`src/rtl/clock_strobe_pkg.sv`:
```
// Shared definitions for the clock strobe generator.
//   DEF_*            default parameter values for clock_strobe_gen / strobe_acc
//   inc_arr_t        increment array type at the default channel count and width
//   lock_cnt_width() width of the lock counter for a given lock length
package clock_strobe_pkg;

    localparam int DEF_CHANNELS    = 2;
    localparam int DEF_ACC_WIDTH   = 16;
    localparam int DEF_LOCK_CYCLES = 16;

    typedef logic [DEF_CHANNELS-1:0][DEF_ACC_WIDTH-1:0] inc_arr_t;

    // The counter has to hold the value LOCK_CYCLES itself, hence the +1.
    function automatic int lock_cnt_width(input int lock_cycles);
        return $clog2(lock_cycles + 1);
    endfunction

endpackage

```
`src/rtl/strobe_acc.sv`:
```
// One strobe channel: registered increment, phase accumulator and the
// registered carry-out that forms the one-cycle strobe.
//   clk_i   clock
//   rst_ni  asynchronous active-low reset
//   en_i    run enable
//   load_i  capture inc_i and restart the accumulator from zero
//   inc_i   phase increment, sampled only while load_i is high
//   stb_o   one-cycle strobe, high the cycle after the accumulator wraps
module strobe_acc
    import clock_strobe_pkg::*;
#(
    parameter int ACC_WIDTH = DEF_ACC_WIDTH
) (
    input  logic                 clk_i,
    input  logic                 rst_ni,
    input  logic                 en_i,
    input  logic                 load_i,
    input  logic [ACC_WIDTH-1:0] inc_i,
    output logic                 stb_o
);

    logic [ACC_WIDTH-1:0] inc_q, inc_d;
    logic [ACC_WIDTH-1:0] acc_q, acc_d;
    logic                 stb_q, stb_d;
    logic [ACC_WIDTH:0]   sum;

    // The extra top bit of the sum is the wrap carry that becomes the strobe.
    assign sum = {1'b0, acc_q} + {1'b0, inc_q};

    always_comb begin
        inc_d = inc_q;
        acc_d = acc_q;
        stb_d = 1'b0;
        if (load_i) begin
            inc_d = inc_i;
            acc_d = '0;
        end else if (en_i) begin
            acc_d = sum[ACC_WIDTH-1:0];
            stb_d = sum[ACC_WIDTH];
        end
    end

    always_ff @(posedge clk_i or negedge rst_ni) begin
        if (!rst_ni) begin
            inc_q <= '0;
            acc_q <= '0;
            stb_q <= 1'b0;
        end else begin
            inc_q <= inc_d;
            acc_q <= acc_d;
            stb_q <= stb_d;
        end
    end

    assign stb_o = stb_q;

endmodule

```
`src/rtl/clock_strobe_gen.sv`:
```
// Multi-channel fractional clock-enable generator. Each channel produces a
// strobe at mean rate f_clk * inc / 2^ACC_WIDTH; a shared lock counter
// reports when the strobes have run from a stable configuration for
// LOCK_CYCLES enabled cycles.
//   clk     clock
//   rst_n   asynchronous active-low reset
//   en      run enable for all channels
//   load    capture inc, clear accumulators and lock state
//   inc     per-channel phase increments (packed, channel 0 in the low word)
//   stb     per-channel one-cycle strobes
//   locked  high once LOCK_CYCLES enabled cycles have elapsed since load/enable
module clock_strobe_gen
    import clock_strobe_pkg::*;
#(
    parameter int CHANNELS    = DEF_CHANNELS,
    parameter int ACC_WIDTH   = DEF_ACC_WIDTH,
    parameter int LOCK_CYCLES = DEF_LOCK_CYCLES
) (
    input  logic                                clk,
    input  logic                                rst_n,
    input  logic                                en,
    input  logic                                load,
    input  logic [CHANNELS-1:0][ACC_WIDTH-1:0]  inc,
    output logic [CHANNELS-1:0]                 stb,
    output logic                                locked
);

    localparam int               LCW      = lock_cnt_width(LOCK_CYCLES);
    localparam logic [LCW-1:0]   LOCK_MAX = LCW'(LOCK_CYCLES);

    for (genvar g = 0; g < CHANNELS; g++) begin : g_ch
        strobe_acc #(
            .ACC_WIDTH (ACC_WIDTH)
        ) u_acc (
            .clk_i  (clk),
            .rst_ni (rst_n),
            .en_i   (en),
            .load_i (load),
            .inc_i  (inc[g]),
            .stb_o  (stb[g])
        );
    end

    logic [LCW-1:0] lock_cnt_q, lock_cnt_d;
    logic           locked_q, locked_d;

    // Any load or paused cycle restarts the lock interval.
    always_comb begin
        lock_cnt_d = '0;
        locked_d   = 1'b0;
        if (!load && en) begin
            lock_cnt_d = (lock_cnt_q == LOCK_MAX) ? lock_cnt_q : lock_cnt_q + 1'b1;
            locked_d   = (lock_cnt_d == LOCK_MAX);
        end
    end

    always_ff @(posedge clk or negedge rst_n) begin
        if (!rst_n) begin
            lock_cnt_q <= '0;
            locked_q   <= 1'b0;
        end else begin
            lock_cnt_q <= lock_cnt_d;
            locked_q   <= locked_d;
        end
    end

    assign locked = locked_q;

endmodule

```
`config.mk`:
```
export PLATFORM = sky130hd
export DESIGN_NAME = clock_strobe_gen
export DESIGN_NICKNAME = d
export VERILOG_FILES = /design/src/rtl/clock_strobe_pkg.sv /design/src/rtl/strobe_acc.sv /design/src/rtl/clock_strobe_gen.sv
export SDC_FILE = /design/constraint.sdc
export NUM_CORES = 1
export LEC_CHECK = 0
export ABC_AREA = 1
export CAP_MARGIN = 20
export CORE_UTILIZATION = 25
export CTS_CLUSTER_SIZE = 16
export DETAILED_ROUTE_END_ITERATION = 16
export GPL_TIMING_DRIVEN = 0
export PLACE_DENSITY = 0.44
export SLEW_MARGIN = 25
export SYNTH_ARGS = -nofsm -noshare
export SYNTH_HDL_FRONTEND = slang
export SYNTH_SLANG_ARGS = --single-unit
```
`constraint.sdc`:
```
create_clock -name clk -period 5 [get_ports clk]
set_clock_uncertainty 0.05 [all_clocks]
set_input_delay 1 -clock clk [delete_from_list [all_inputs] [get_ports clk]]
set_output_delay 1 -clock clk [all_outputs]
set_load 0.05 [all_outputs]
```
==> metrics.md <==
| Metric | Value |
|---|---|
| Port buffer count | `37` |
| Routability cong. | `0.859` |
| Post-CTS setup buffers | `0` |
| Final min period | `around 2.6 ns` |
| Final cell count without fillers | `about 960` |
| RSZ-0062 raised after global routing | `false` |
| Detail Route Antenna Nets | `0` |
| Reg power frac | `around 37%` |
| Largest family of logic cells by synthesized area | `simple AND/OR/NAND/NOR gates` |
| Hold violation total from the final report | `0` |
| Antenna cells | `0` |
| Clock power frac | `approximately two fifths` |
| Critical path's top delay family | `buffers and inverters` |
| Cell area after synthesis | `0.00472 sq mm` |
| Reg clk slew, reported paths | `0.06 ns` |
| Avg Vias per Cell | `4.24` |
| Pwr/cell area | `approximately 320 mW/mm^2` |
| Min-Delay Endpoint | `g_ch[1].u_acc.inc_q[13]` |
| Slowest stage cell on the critical path | `clkdlybuf4s50_1` |
| Antenna violations before repair | `0` |
| Core area | `around 0.018 sq mm` |
| Filler instances | `~1900` |
| Register area share after synthesis | `38.2%` |
| Area share of fa/ha/maj cells after synthesis | `9.87%` |
| Internal power | `~1.3 mW` |
| Final setup viols | `0` |
| Hold Path Stages | `2` |
| Die area | `between 0.015 and 0.02 sq mm` |
| 1st-pass router iterations | `4` |
| CTS tree | `built` |
| Latest clock arrival within the worst-skew pair | `around 0.35 ns` |
| Layout cells sized above 1 | `under 10%` |
| Die H | `~140 um` |
| Crit Reg-Reg Startpoint | `g_ch[0].u_acc.inc_q[0]` |
| Layout Nets | `between 700 and 800` |
| Worst flop-to-flop path endpoint | `g_ch[0].u_acc.acc_q[12]` |
| Placed insts | `940` |
| Outcome | `finished clean` |
| Switching Share | `31.3%` |
| CP Class | `register to primary output` |
| Clock Tree Root | `clkbuf_16` |
| DRC | `0` |
| Initial core utilization | `between 20% and 30%` |
| Worst reg2reg path depth | `11` |
| Predominant post-synthesis flop cell | `dfrtp_1` |
| Slew headroom | `roughly three fifths` |
| Die span in x | `139 um` |
| Met2 WL | `4890 um` |
| GRT Util Overall | `12.6%` |
| Crit path max fanout | `1` |
| Wire per inst | `11.8 um` |
| Lkg Pwr | `around 3.1 nW` |
| CTS sink count | `about 70` |
| Final slew viol count | `0` |
| Vias in the first global route | `around 3900` |
| Synth top cells by count | `nand2_1, inv_1, dfrtp_1` |
| TritonCTS Buffers | `9` |
| Tightest Pin Transition | `roughly 0.6 ns` |
| Most frequent cell after synthesis | `nand2_1` |
| Area of the multi-input gates | `roughly 0.0025 sq mm` |
| First-pass GRT wire length | `between 15000 and 20000 um` |
| CP peak stage delay | `around 0.79 ns` |
| Setup_tns | `0 ns` |
| WL met3 | `between 200 and 300 um` |
| Highest Signal Layer | `met4` |
| Worst EP arrival | `1.55 ns` |
| Synth area leaders | `dfrtp_1, nand2_1, ha_1` |
| Cell taking the most area after synthesis | `dfrtp_1` |
| Register area | `around 0.0018 sq mm` |
| Critical path startpoint category | `register` |
| H-tree levels | `3` |
| Largest net degree at the start of global routing | `42` |
| Mapped Nets | `745` |
| Routed via count | `4049` |
| IO Count | `39` |
| Crit path capture type | `primary output` |
| DRT met1 WL | `between 5000 and 6000 um` |
| FP Rows | `between 40 and 50` |
| Switching power | `0.577 mW` |
| Post-DP HPWL | `about 8700 um` |
| YS warnings | `0` |
| Max-cap viol count | `0` |
| Simple-gate share of the synthesized area | `about 37%` |
| Crit path cell chain | `buf_4 > clkdlybuf4s50_1` |
| Mapped Avg Cell Area | `roughly 7.0 sq um` |
| Post-synth EDFFs | `0` |
| CP required | `between 3 and 4 ns` |
| Cells after synthesis | `~670` |
| Final WL | `around 11000 um` |
| VDD IR max | `~160 uV` |
| Post-synth cell types | `33` |
| Clk buf depth | `2` |
| Async S/R FF share, synth | `between 90% and 100%` |
| Gr ovfl total | `0` |
| Max Clk Rate | `approximately 390 MHz` |
| Synth Register Bits | `72` |
| 1st-iter DRT viols | `~240` |
| Multiplexer share of the synthesized area | `0%` |
| Worst min path class | `register to register` |
| Xor and xnor fraction of the mapped netlist area | `less than 1%` |
| CTS resizes | `0` |
| Critical path buffers and inverters | `2` |
| R2R setup slack | `just over 3 ns` |
| Worst Hold Launch | `g_ch[1].u_acc.inc_q[13]` |
| Area added between synthesis and finish | `21.3%` |
| Hold Buf Count CTS | `0` |
| Crit share post-route | `around half` |
| Combinational power share | `25.1%` |
| Post-synth top area share | `between 30% and 40%` |
| Synth Area in Compound Gates | `under 10%` |
power groups by stage:
stage / sequential [mW] / clock (mW) / combinational, mW
finish: 0.674 / 0.705 / 0.461
global route: 0.682 / 0.747 / 0.531
global placement: 0.684 / 0 / 0.457
detailed placement: 0.685 / 0 / 0.463
floorplan: 0.674 / 0 / 0.338
CTS: 0.675 / 0.725 / 0.467
state kept, by name, indices dropped and copies added, names as in the netlist:
| signal | count |
|---|---|
| g_ch.u_acc.inc_q | 32 |
| g_ch.u_acc.acc_q | 32 |
| locked | 1 |
| g_ch.u_acc.stb_o | 2 |
| lock_cnt_q | 5 |
cells in the final DEF (no fill, tap or decap), types with 4 or more instances in the layout:
master and n:
nand2_2 15, dfrtp_1 72, buf_2 4, buf_4 5, a21oi_1 17, inv_1 79
o21ai_0 7, nor3_2 6, nand3_1 39, nor2_1 34, inv_2 10, nand2_1 300
nand3b_1 6, ha_1 34, clkdlybuf4s50_1 36, o21ai_1 8, clkbuf_1 7, clkbuf_16 9
worst reg2reg max path: cells and delay by family (launching register included):
kind	cells	cell delay (ns)
buf+inv	2	0.19
flops	1	0.35
simple gates	7	0.71
fa+ha+maj	2	0.55
routing by layer:
layer / global-route usage [%] / vias to the layer above
met4: 5.61 / 0
met5: 0 / -
li1: - / 2173
met1: 17.4 / 1821
met2: 19.3 / 41
met3: 2.37 / 14
kinds of logic after synthesis:
| kind of cell | Yosys count |
|---|---|
| buffers and inverters | 104 |
| DFF | 72 |
| xor gates and xnor gates | 3 |
| adders and majority gates | 36 |
| AOI/OAI and AO/OA | 41 |
| and+or+nand+nor | 417 |
worst max path at each step:
stage	depth (start not counted)	from	to	slack, ns
finish	2	g_ch[1].u_acc.stb_o	stb[1]	2.40
global route	2	g_ch[0].u_acc.stb_o	stb[0]	2.35
CTS	2	g_ch[1].u_acc.stb_o	stb[1]	2.38
detailed placement	6	en	g_ch[1].u_acc.acc_q[12]	2.51
global placement	1	rst_n	g_ch[0].u_acc.acc_q[11]	0.16
floorplan	6	load	g_ch[0].u_acc.acc_q[0]	3.18
stage by stage:
step                util, %  total power [mW]  instance area (sq um)  hold slack [ns]  worst slack [ns]
finish                 31.4              1.84                   5720            0.424              2.40
detailed placement     29.6              1.15                   5400            0.418              2.51
CTS                    31.4              1.87                   5720            0.430              2.38
floorplan                 -              1.01                   4720            0.396              3.18
global placement       29.5              1.14                   5370            0.415             0.158
global route           31.4              1.96                   5720            0.460              2.35
layout make-up:
type	instances	share of cell area, %
multi-input cells	497	43.6
flip-flops and latches	72	31.5
repair buffers	38	6.91
inverters	89	5.84
well taps	229	5.01
clock buffers	11	4.24
plain buffers	15	1.47
clock inverters	5	1.40
(Power assumes the default switching activity.)
